**src/rtl/vx_tcu_fp32_pack_if.sv**
```systemverilog
// vx_tcu_fp32_pack_if: FP32 element stream in,
// packed 2x16-bit word stream out.
interface vx_tcu_fp32_pack_if;
  logic        in_valid;
  logic        in_ready;
  logic [31:0] in_data;
  logic [3:0]  in_fmt;
  logic        in_last;
  logic        out_valid;
  logic        out_ready;
  logic [31:0] out_data;
  logic [4:0]  out_fflags;
  logic        out_last;

  modport master (
    output in_valid, in_data, in_fmt, in_last,
    output out_ready,
    input  in_ready,
    input  out_valid, out_data, out_fflags, out_last
  );

  modport slave (
    input  in_valid, in_data, in_fmt, in_last,
    input  out_ready,
    output in_ready,
    output out_valid, out_data, out_fflags, out_last
  );
endinterface

```
**src/rtl/vx_tcu_fp32_pack.sv**
```systemverilog
// vx_tcu_fp32_pack: rounds FP32 to FP16/BF16 (RNE)
// and packs element pairs into 32-bit words.
module vx_tcu_fp32_pack #(
  parameter string INSTANCE_ID = ""
) (
  input logic               clk,
  input logic               reset,
  vx_tcu_fp32_pack_if.slave bus
);
  localparam logic [3:0] TCU_FP16_ID = 4'd1;
  localparam logic [3:0] TCU_BF16_ID = 4'd2;

  localparam logic [4:0] F_NV = 5'h10;
  localparam logic [4:0] F_OF = 5'h04;
  localparam logic [4:0] F_UF = 5'h02;
  localparam logic [4:0] F_NX = 5'h01;

  logic unused_id;
  assign unused_id = (INSTANCE_ID != "");

  logic        c_sign;
  logic [7:0]  c_exp;
  logic [22:0] c_man;
  logic        is_fp16;
  logic        is_bf16;

  assign c_sign  = bus.in_data[31];
  assign c_exp   = bus.in_data[30:23];
  assign c_man   = bus.in_data[22:0];
  assign is_fp16 = (bus.in_fmt == TCU_FP16_ID);
  assign is_bf16 = (bus.in_fmt == TCU_BF16_ID);

  logic [15:0] c_res;
  logic [4:0]  c_flg;
  logic [14:0] nrm_sum;
  logic [4:0]  sub_sh;
  logic [34:0] sub_ext;
  logic [10:0] sub_sum;
  logic [15:0] bf_sum;
  logic        g;
  logic        st;
  logic        rup;

  // Convert: round the incoming FP32 element.
  always_comb begin
    c_res   = '0;
    c_flg   = '0;
    nrm_sum = '0;
    sub_sh  = '0;
    sub_ext = '0;
    sub_sum = '0;
    bf_sum  = '0;
    g       = 1'b0;
    st      = 1'b0;
    rup     = 1'b0;
    unique case (1'b1)
      is_fp16: begin
        if (c_exp == 8'hFF) begin
          if (c_man == '0) begin
            c_res = {c_sign, 15'h7C00};
          end else begin
            c_res    = 16'h7E00;
            c_flg[4] = ~c_man[22];
          end
        end else if (c_exp == 8'h00) begin
          c_res = {c_sign, 15'h0000};
          if (c_man != '0) c_flg = F_UF | F_NX;
        end else if (c_exp > 8'd142) begin
          c_res = {c_sign, 15'h7C00};
          c_flg = F_OF | F_NX;
        end else if (c_exp >= 8'd113) begin
          g   = c_man[12];
          st  = |c_man[11:0];
          rup = g & (st | c_man[13]);
          nrm_sum = {5'(c_exp - 8'd112), c_man[22:13]}
                  + 15'(rup);
          if (nrm_sum[14:10] == 5'h1F) begin
            c_res = {c_sign, 15'h7C00};
            c_flg = F_OF | F_NX;
          end else begin
            c_res    = {c_sign, nrm_sum};
            c_flg[0] = g | st;
          end
        end else if (c_exp >= 8'd102) begin
          sub_sh  = 5'(8'd126 - c_exp);
          sub_ext = 35'({1'b1, c_man, 24'h0} >> sub_sh);
          g   = sub_ext[23];
          st  = |sub_ext[22:0];
          rup = g & (st | sub_ext[24]);
          sub_sum = sub_ext[34:24] + 11'(rup);
          c_res   = {c_sign, 4'h0, sub_sum};
          if (g | st) c_flg = F_UF | F_NX;
        end else begin
          c_res = {c_sign, 15'h0000};
          c_flg = F_UF | F_NX;
        end
      end
      is_bf16: begin
        if (c_exp == 8'hFF) begin
          if (c_man == '0) begin
            c_res = {c_sign, 15'h7F80};
          end else begin
            c_res    = 16'h7FC0;
            c_flg[4] = ~c_man[22];
          end
        end else if (c_exp == 8'h00) begin
          c_res = {c_sign, 15'h0000};
          if (c_man != '0) c_flg = F_UF | F_NX;
        end else begin
          g   = bus.in_data[15];
          st  = |bus.in_data[14:0];
          rup = g & (st | bus.in_data[16]);
          bf_sum = bus.in_data[31:16] + 16'(rup);
          c_res  = bf_sum;
          if (bf_sum[14:7] == 8'hFF) begin
            c_flg = F_OF | F_NX;
          end else begin
            c_flg[0] = g | st;
          end
        end
      end
      default: begin
        c_res = '0;
        c_flg = F_NV;
      end
    endcase
  end

  logic        s1_valid;
  logic [15:0] s1_data;
  logic [4:0]  s1_flags;
  logic        s1_last;
  logic        lo_valid;
  logic [15:0] lo_data;
  logic [4:0]  lo_flags;
  logic        o_valid;
  logic [31:0] o_data;
  logic [4:0]  o_flags;
  logic        o_last;

  logic out_free;
  logic s1_needs_out;
  logic s1_advance;
  logic word_wr;
  logic in_fire;

  assign out_free     = !o_valid || bus.out_ready;
  assign s1_needs_out = lo_valid || s1_last;
  assign s1_advance   = s1_valid
                     && (!s1_needs_out || out_free);
  assign word_wr      = s1_valid && s1_needs_out
                     && out_free;
  assign in_fire      = bus.in_valid && bus.in_ready;

  assign bus.in_ready   = !s1_valid || s1_advance;
  assign bus.out_valid  = o_valid;
  assign bus.out_data   = o_data;
  assign bus.out_fflags = o_flags;
  assign bus.out_last   = o_last;

  // S1: hold one converted element.
  always_ff @(posedge clk or negedge reset) begin
    if (!reset) begin
      s1_valid <= 1'b0;
      s1_data  <= '0;
      s1_flags <= '0;
      s1_last  <= 1'b0;
    end else if (in_fire) begin
      s1_valid <= 1'b1;
      s1_data  <= c_res;
      s1_flags <= c_flg;
      s1_last  <= bus.in_last;
    end else if (s1_advance) begin
      s1_valid <= 1'b0;
    end
  end

  // Lo slot: park the first half of a word.
  always_ff @(posedge clk or negedge reset) begin
    if (!reset) begin
      lo_valid <= 1'b0;
      lo_data  <= '0;
      lo_flags <= '0;
    end else if (s1_advance) begin
      if (lo_valid) begin
        lo_valid <= 1'b0;
      end else if (!s1_last) begin
        lo_valid <= 1'b1;
        lo_data  <= s1_data;
        lo_flags <= s1_flags;
      end
    end
  end

  // Output register: load a word or drain.
  always_ff @(posedge clk or negedge reset) begin
    if (!reset) begin
      o_valid <= 1'b0;
      o_data  <= '0;
      o_flags <= '0;
      o_last  <= 1'b0;
    end else if (word_wr) begin
      o_valid <= 1'b1;
      o_last  <= s1_last;
      if (lo_valid) begin
        o_data  <= {s1_data, lo_data};
        o_flags <= s1_flags | lo_flags;
      end else begin
        o_data  <= {16'h0000, s1_data};
        o_flags <= s1_flags;
      end
    end else if (bus.out_ready) begin
      o_valid <= 1'b0;
    end
  end
endmodule

```
**src/flat_wrapper.sv**
```systemverilog
// flat-port wrapper written by rule: the top's interface ports become plain ports
module vx_tcu_fp32_pack_flat 
#(
  parameter string INSTANCE_ID = ""
)
  (clk, reset, bus_in_valid, bus_in_data, bus_in_fmt, bus_in_last, bus_out_ready, bus_in_ready, bus_out_valid, bus_out_data, bus_out_fflags, bus_out_last);
  vx_tcu_fp32_pack_if bus_i ();
  input logic clk;
  input logic reset;
  input wire logic [$bits(bus_i.in_valid)-1:0] bus_in_valid;
  input wire logic [$bits(bus_i.in_data)-1:0] bus_in_data;
  input wire logic [$bits(bus_i.in_fmt)-1:0] bus_in_fmt;
  input wire logic [$bits(bus_i.in_last)-1:0] bus_in_last;
  input wire logic [$bits(bus_i.out_ready)-1:0] bus_out_ready;
  output wire logic [$bits(bus_i.in_ready)-1:0] bus_in_ready;
  output wire logic [$bits(bus_i.out_valid)-1:0] bus_out_valid;
  output wire logic [$bits(bus_i.out_data)-1:0] bus_out_data;
  output wire logic [$bits(bus_i.out_fflags)-1:0] bus_out_fflags;
  output wire logic [$bits(bus_i.out_last)-1:0] bus_out_last;
  assign bus_i.in_valid = bus_in_valid;
  assign bus_i.in_data = bus_in_data;
  assign bus_i.in_fmt = bus_in_fmt;
  assign bus_i.in_last = bus_in_last;
  assign bus_i.out_ready = bus_out_ready;
  assign bus_in_ready = bus_i.in_ready;
  assign bus_out_valid = bus_i.out_valid;
  assign bus_out_data = bus_i.out_data;
  assign bus_out_fflags = bus_i.out_fflags;
  assign bus_out_last = bus_i.out_last;
  vx_tcu_fp32_pack #(.INSTANCE_ID(INSTANCE_ID)) u_core (.clk(clk), .reset(reset), .bus(bus_i));
endmodule
```
**config.mk**
```make
export PLATFORM = sky130hd
export DESIGN_NAME = vx_tcu_fp32_pack_flat
export DESIGN_NICKNAME = d
export VERILOG_FILES = /design/src/rtl/vx_tcu_fp32_pack_if.sv /design/src/rtl/vx_tcu_fp32_pack.sv /design/src/flat_wrapper.sv
export SDC_FILE = /design/constraint.sdc
export NUM_CORES = 1
export LEC_CHECK = 0
export BUFFER_PORTS_ARGS = -buffer_cell sky130_fd_sc_hd__buf_2
export CAP_MARGIN = 20
export CORE_AREA = 2 2 115 117
export CTS_BUF_LIST = sky130_fd_sc_hd__clkbuf_2 sky130_fd_sc_hd__clkbuf_4 sky130_fd_sc_hd__clkbuf_8
export DETAILED_ROUTE_END_ITERATION = 16
export DIE_AREA = 0 0 117 119
export GPL_TIMING_DRIVEN = 1
export MAX_ROUTING_LAYER = met4
export PLACE_DENSITY_LB_ADDON = 0.08
export SKIP_CTS_REPAIR_TIMING = 1
export SYNTH_ARGS = -nofsm -noshare
export SYNTH_HDL_FRONTEND = slang
export SYNTH_SLANG_ARGS = --single-unit
```
**constraint.sdc**
```tcl
create_clock -name clk -period 3.15 [get_ports clk]
set_input_delay 0.63 -clock clk [delete_from_list [all_inputs] [get_ports clk]]
set_output_delay 0.63 -clock clk [all_outputs]
set_load 0.005 [all_outputs]
```
==> metrics.md, run 1 <==
| Metric | Value |
|---|---|
| Status | finished, violations left |
| Failing checks | setup timing |
| Yosys top cell area share | about a third |
| Number of antenna violations at the first check in global routing | 0 |
| Slowest stage delay, CP | 490 ps |
| Core Rows | 42 |
| Root Buffer | clkbuf_8 |
| Synth Area in XOR/XNOR | approximately 5.6% |
| Final hold vios | 0 |
| Die width | 117 um |
| Num CTS Buffers | 9 |
| Worst Tran Pin Value | 987 ps |
| Synth Area in Simple Gates | 18.6% |
| Initial Utilization | 48.3% |
| Dpl hpwl | 15,400 um |
| Boundary pin count | 81 |
| Cell count after synthesis | 670 |
| Routed len/inst | 18.2 um |
| Power per cell area | 468 nW/um2 |
| Largest family of logic cells by synthesized area | multiplexers |
| Mean post-synth cell area | 9.29 um2 |
| Top cells by area, synth | dfrtp_1 (33%), mux2_2 (7.8%), mux2i_1 (7.1%) |
| CTS Sinks | 81 |
| Placeable Area | 12,900 um2 |
| Overall via count from detail_route | 6,099 |
| Max transition margin | 34.2% |
| Worst vdd ir | about 0.23 mV |
| Worst Path Arrival | 4060 ps |
| Minimum clock period | 3850 ps |
| Final max-slew violation count | 0 |
| Period Utilization, post-route | 122% |
| Prevailing post-synth register cell | dfrtp_1 |
| Total GRT Usage | 28.7% |
| First-pass GRT wire length | 30,400 um |
| Final setup fails | 11 |
| Antenna Cells | 0 |
| Min Hold Slack | ~430 ps |
| CP top delay family | compound AO/OA/AOI/OAI gates |
| CP max stage cell | mux4_2 |
| Fill cell count | between 1,000 and 1,500 |
| TritonCTS clock tree | built |
| Post-synthesis net count | between 700 and 800 |
| Clk Latency, worst-skew pair | 350 ps |
| CTS Buffer Depth | 2 |
| Area of the die | 13,900 um2 |
| Clk slew on worst S/H paths | around 80 ps |
| Synth top cells by count | dfrtp_1 (81), nand2_1 (60), nor2_1 (48) |
| Grt total ovfl | 0 |
| Final antenna-violating net count | 0 |
| DP Area | 7920 um2 |
| Mux cell area share after synthesis | 20.6% |
| WP data required | 3360 ps |
| Ys async rst share | 100% |
| Fin Setup TNS | -6600 ps |
| Die height | between 100 and 150 um |
| FF/Latch Area | 2030 um2 |
| Fmax achieved | 0.260 GHz |
| Yosys cell types | 68 |
| Design area | roughly 8500 um2 |
| Placer Congestion | about 0.95 |
| Max Cap Violations | 0 |
| Fin nets | 944 |
| Vias in the first global route | 5,890 |
| Area leader, netlist | dfrtp_1 |
| Post-Route WL | around 19,000 um |
| Share of layout cells above drive strength 1 | 44.6% |
| Hold Path Class | in2async |
| # DRC | 0 |
| Largest fanout on the critical path | 8 |
| Htree depth | 3 |
| Largest net degree at the start of global routing | 82 |
| Area Growth Syn to Fin | 37.1% |
| Buf/Inv on CP | 6 |
| Synth Area in Adders | 2.81% |
| Drt pass-1 iters | 5 |
| CP dominant cell by count | buf_6 |
| Iteration-0 DRC Markers | 370 |
| Clock skew after layout | 12.3 ps |
| Worst setup path category | in2reg |
| Post-synthesis sequential area ratio | 32.6% |
| Area of the multi-input gates | around 4300 um2 |
| Number of synthesized flops with an enable pin | 0 |
| Synth Area in Compound Gates | 15.3% |
| FF+latch count, synth | 81 |
| CP Capture Type | flip-flop |
| Number of I/O port buffers | 79 |
| Final setup margin | -698 ps |
| CP Launch Type | primary input |
| Leakage | ~3.9 nW |
| Cell with the most instances after synthesis | dfrtp_1 |
| Synth warn | 0 |
| Mapped Area | 6220 um2 |
| Vias per inst | 5.70 |
| Critical path cell sequence | buf_8, inv_6, ha_4, buf_6, buf_6, mux2_4, buf_6, mux4_2, nor3_2, nor2_1, o41ai_2, nand2_1, o21a_1, ha_4, nand3_4, o22ai_4, inv_1, nor4_1, o31ai_1, a21oi_1 |
| Unrepaired setup endpoints after global routing | true |
==> state kept, by name, indices dropped and copies added, names as in the netlist <==
| signal | flops |
|---|---|
| u_core.bus.out_last | 1 |
| u_core.s1_flags | 4 |
| u_core.bus.out_data | 32 |
| u_core.s1_data | 16 |
| u_core.lo_valid | 1 |
| u_core.bus.out_valid | 1 |
| u_core.s1_valid | 1 |
| u_core.bus.out_fflags | 4 |
| u_core.lo_data | 16 |
| u_core.s1_last | 1 |
| u_core.lo_flags | 4 |
==> per-stage QoR <==
step                      total power, mW  util, %  setup WS, ps  std cells
final                                3.99     66.3          -698       1070
after global routing                 4.26     66.3          -815       1070
after CTS                            3.92     63.0          -772       1055
after detailed placement             3.17     61.5         -1130       1039
after global placement               3.13     61.5         -1100       1039
after floorplan                      2.45        -          -939        670
==> worst reg2reg max path: cells and delay by family, from the launching register on <==
kind / cells / cell delay [ps]
DFF: 1 / 440
AOI/OAI and AO/OA: 6 / 1230
and+or+nand+nor: 1 / 520
==> placed cells by master, fill, tap and decap left out, types with 11 or more instances in the layout <==
cell type and n:
nand3_1 17, dfrtp_1 81, mux4_2 16, o21ai_0 35, mux2_2 33, nand2_1 57
buf_4 171, buf_2 76, nor3_1 25, xnor2_1 26, a22o_1 16, o22ai_1 11
nor2_1 46, a21oi_1 25, mux2i_1 37
==> cell type report <==
| type | count | area share, % |
|---|---|---|
| multi-input cells | 530 | 50.0 |
| flip-flops and latches | 81 | 23.8 |
| repair buffers | 256 | 20.8 |
| well taps | 176 | 2.58 |
| clock buffers | 11 | 1.63 |
| clock inverters | 5 | 0.660 |
| inverters | 11 | 0.601 |
==> cell families after synthesis <==
logic type | Yosys count
fa+ha+maj | 14
flops | 81
other cells | 1
mux | 103
simple gates | 228
buf+inv | 59
xor+xnor | 39
compound gates | 145
==> final timing paths <==
kind | start | to | slack [ps] | depth (start not counted)
setup / recovery | bus_in_data[24] | u_core.s1_data[5] | -700 | 20
hold / removal | reset | u_core.lo_data[13] | 430 | 1
setup reg to reg | u_core.s1_last | u_core.s1_data[9] | 860 | 7
hold reg to reg | u_core.bus.out_data[5] | u_core.bus.out_data[5] | 480 | 2
max in group asynchronous | reset | u_core.bus.out_fflags[0] | 2070 | 1
min in group clk | u_core.bus.out_data[5] | u_core.bus.out_data[5] | 480 | 2
==> metal layers <==
metal	GRT usage [%]	up-vias	share of wire, %
met5	-	-	0
met4	13.5	0	4.7
met2	46.5	198	48
met3	3.26	59	4.2
li1	-	2918	-
met1	35.6	2924	43
==> report_power, final <==
part,internal [mW],switching [mW]
clock,0.383,0.365
sequential,1.32,0.162
combinational,0.904,0.863
total,2.60,1.39
No activity file was read; power rests on OpenSTA's default activity.
==> inputs of run 2 (changes only) <==
--- a/config.mk
+++ b/config.mk
@@ -7,10 +7,10 @@
 export LEC_CHECK = 0
 export BUFFER_PORTS_ARGS = -buffer_cell sky130_fd_sc_hd__buf_2
 export CAP_MARGIN = 20
-export CORE_AREA = 2 2 115 117
+export CORE_AREA = 2 2 106 108
 export CTS_BUF_LIST = sky130_fd_sc_hd__clkbuf_2 sky130_fd_sc_hd__clkbuf_4 sky130_fd_sc_hd__clkbuf_8
 export DETAILED_ROUTE_END_ITERATION = 16
-export DIE_AREA = 0 0 117 119
+export DIE_AREA = 0 0 108 110
 export GPL_TIMING_DRIVEN = 1
 export MAX_ROUTING_LAYER = met4
 export PLACE_DENSITY_LB_ADDON = 0.08
==> run 2 against run 1 <==
Net effect:
- the flow still finishes with violations (setup timing)
- non-clock buffer count decreased by 8
- sequential share of layout area increased by 0.34 points
- highest routed layer unchanged
- flip-flop and latch count unchanged
- power decreased by 0.36%
- routed wire length increased by 4.7%
- critical endpoint is now u_core.s1_data[3]
- worst hold slack got worse by 2.8 ps
- clock-buffer cell count increased by 1
- via count increased by 3.7%
==> metrics.md, run 2 (synthesis gave the netlist of run 1 again) <==
| Metric | Value |
|---|---|
| R2R Path Start | u_core.s1_last (unchanged) |
| FF-to-FF End | u_core.s1_data[9] (unchanged) |
| Worst vdd ir | 0.527 mV (was 0.231 mV) |
| Internal power | 2.53 mW (was 2.60 mW) |
| # DRC | 0 (unchanged) |
| Largest fanout on the critical path | 8 (unchanged) |
| Htree depth | 3 (unchanged) |
| Failing checks | setup timing (unchanged) |
| Area Growth Syn to Fin | 35.2% (was 37.1%) |
| CTS Sinks | 81 (unchanged) |
| First-pass GRT wire length | 31,400 um (was 30,400 um) |
| Fmax achieved | 0.261 GHz (was 0.260 GHz) |
| Fin nets | 936 (was 944) |
| Clock skew after layout | 7.63 ps (was 12.3 ps) |
| Boundary pin count | 81 (unchanged) |
| Final hold vios | 0 (unchanged) |
| Grt total ovfl | 0 (unchanged) |
| Power per cell area | 473 nW/um2 (was 468 nW/um2) |
| Most frequent cells in the layout | buf_4 (164), dfrtp_1 (81), buf_2 (76) (was buf_4 (171), dfrtp_1 (81), buf_2 (76)) |
| Vias in the first global route | 6,264 (was 5,890) |
| Placer Congestion | 0.994 (was 0.945) |
| Hold Path Class | in2async (unchanged) |
| Drt pass-1 iters | 5 (unchanged) |
| Number of antenna violations at the first check in global routing | 0 (unchanged) |
| Total GRT Usage | 34.9% (was 28.7%) |
| Critical path cell sequence | buf_8, inv_6, ha_4, buf_8, buf_6, mux2_4, mux4_2, mux2i_2, nand4_1, o41ai_2, nand2_1, o21a_1, ha_4, nand3_2, o22ai_4, nand2_1, xor2_1, o22ai_1, a31o_2 (was buf_8, inv_6, ha_4, buf_6, buf_6, mux2_4, buf_6, mux4_2, nor3_2, nor2_1, o41ai_2, nand2_1, o21a_1, ha_4, nand3_4, o22ai_4, inv_1, nor4_1, o31ai_1, a21oi_1) |
| Num CTS Buffers | 9 (unchanged) |
| Net Sw Power | 1.45 mW (was 1.39 mW) |
| Clk Latency, worst-skew pair | 340 ps (was 350 ps) |
| Overall via count from detail_route | 6,323 (was 6,099) |
| Final max-slew violation count | 0 (unchanged) |
| CP top delay family | multiplexers (was compound AO/OA/AOI/OAI gates) |
| Power share of the clock group | 16.8% (was 18.7%) |
| TritonCTS clock tree | built (unchanged) |
| Vias per inst | 6.17 (was 5.70) |
| Post-Route WL | 20,400 um (was 19,500 um) |
| Final setup margin | -684 ps (was -698 ps) |
| Dpl hpwl | 15,700 um (was 15,400 um) |
| Minimum clock period | 3830 ps (was 3850 ps) |
| Sw frac | 36.3% (was 34.8%) |
| Buf/Inv on CP | 4 (was 6) |
| Period Utilization, post-route | 122% (about the same) |
| Slowest stage delay, CP | 520 ps (was 490 ps) |
| Flop pwr share | 37.6% (was 37.0%) |
| CTS Buffer Depth | 2 (unchanged) |
| Setup WS pre-CTS | -1110 ps (was -1130 ps) |
| Max reg flops | 32 (unchanged) |
| Routed len/inst | 19.9 um (was 18.2 um) |
| Worst setup path category | in2reg (unchanged) |
| Number of I/O port buffers | 79 (unchanged) |
| Largest net degree at the start of global routing | 82 (unchanged) |
| Flop-to-flop setup slack | 860 ps (about the same) |
| CP Launch Type | primary input (unchanged) |
| FF-to-FF path depth | 7 (unchanged) |
| Initial Utilization | 58.2% (was 48.3%) |
| CP max stage cell | mux4_2 (unchanged) |
| Clk slew on worst S/H paths | 80 ps (about the same) |
| Die height | 110 um (was 119 um) |
| Most common cell after layout, fill and taps aside | buf_4 (unchanged) |
| Fin Setup TNS | -6240 ps (was -6600 ps) |
| Final antenna-violating net count | 0 (unchanged) |
| Iteration-0 DRC Markers | 537 (was 370) |
| CP Capture Type | flip-flop (unchanged) |
| Final setup fails | 11 (unchanged) |
| Die width | 108 um (was 117 um) |
| Root Buffer | clkbuf_8 (unchanged) |
| Core Rows | 38 (was 42) |
| Max Cap Violations | 0 (unchanged) |
| Share of layout cells above drive strength 1 | 44.2% (was 44.6%) |
| Leakage | 3.82 nW (was 3.88 nW) |
| Placeable Area | 10,700 um2 (was 12,900 um2) |
| Comb pwr share | 45.6% (was 44.3%) |
| WP data required | 3380 ps (was 3360 ps) |
| Status | finished, violations left (unchanged) |
| Unrepaired setup endpoints after global routing | true (unchanged) |
| Worst Path Arrival | 4070 ps (was 4060 ps) |
| Max transition margin | 34.8% (was 34.2%) |
| Area of the die | 11,900 um2 (was 13,900 um2) |
| Worst Tran Pin Value | 977 ps (was 987 ps) |
| Antenna Cells | 0 (unchanged) |
-- run 2: worst max-delay path by stage --
stage | slack, ps | start | depth (start not counted) | endpoint
6_report | -680 | bus_in_data[23] | 19 | u_core.s1_data[3]
5_1_grt | -850 | bus_in_data[23] | 19 | u_core.s1_data[3]
4_1_cts | -770 | bus_in_data[24] | 20 | u_core.s1_data[3]
3_5_place_dp | -1110 | bus_in_data[24] | 20 | u_core.s1_data[3]
3_3_place_gp | -1050 | bus_in_data[24] | 18 | u_core.s1_data[3]
2_1_floorplan | -940 | bus_in_data[23] | 20 | u_core.s1_data[3]
-- run 2: routing by layer --
layer  global-route usage, %  wire, um  part of all wire [%]
met2                    59.7     10300                    50
met5                       -         0                     0
met3                    4.82      1240                   6.1
met4                    15.1       764                   3.7
met1                    41.5      8120                    40
-- run 2: stage by stage --
step	cells	hold WS [ps]	instance area, um2	total power, mW	utilization [%]
floorplan	670	334	6340	2.45	-
global placement	1001	455	7870	3.11	73.6
detailed placement	1001	465	7870	3.21	73.6
CTS	1015	477	8040	3.87	75.1
global route	1024	488	8410	4.21	78.6
finish	1024	429	8410	3.98	78.6
-- run 2: power groups by stage --
stage	sequential, mW	clock (mW)	combinational (mW)
2_1_floorplan	1.48	0	0.973
3_3_place_gp	1.48	0	1.63
3_5_place_dp	1.51	0	1.70
4_1_cts	1.49	0.668	1.71
5_1_grt	1.52	0.725	1.96
6_report	1.50	0.669	1.81
-- run 2: final cells by class --
class,instances,area [um2]
sequential,81,2030
tap,140,175
clock inverter,2,16.3
timing repair buffer,248,1720
inverter,11,48.8
clock buffer,12,153
multi-input combinational,530,4270
fill,698,2280
-- run 2: worst register-to-register path: cells and delay by family (launching register included) --
family          cells  cell delay (ps)
compound gates      6             1200
simple gates        1              530
flops               1              430
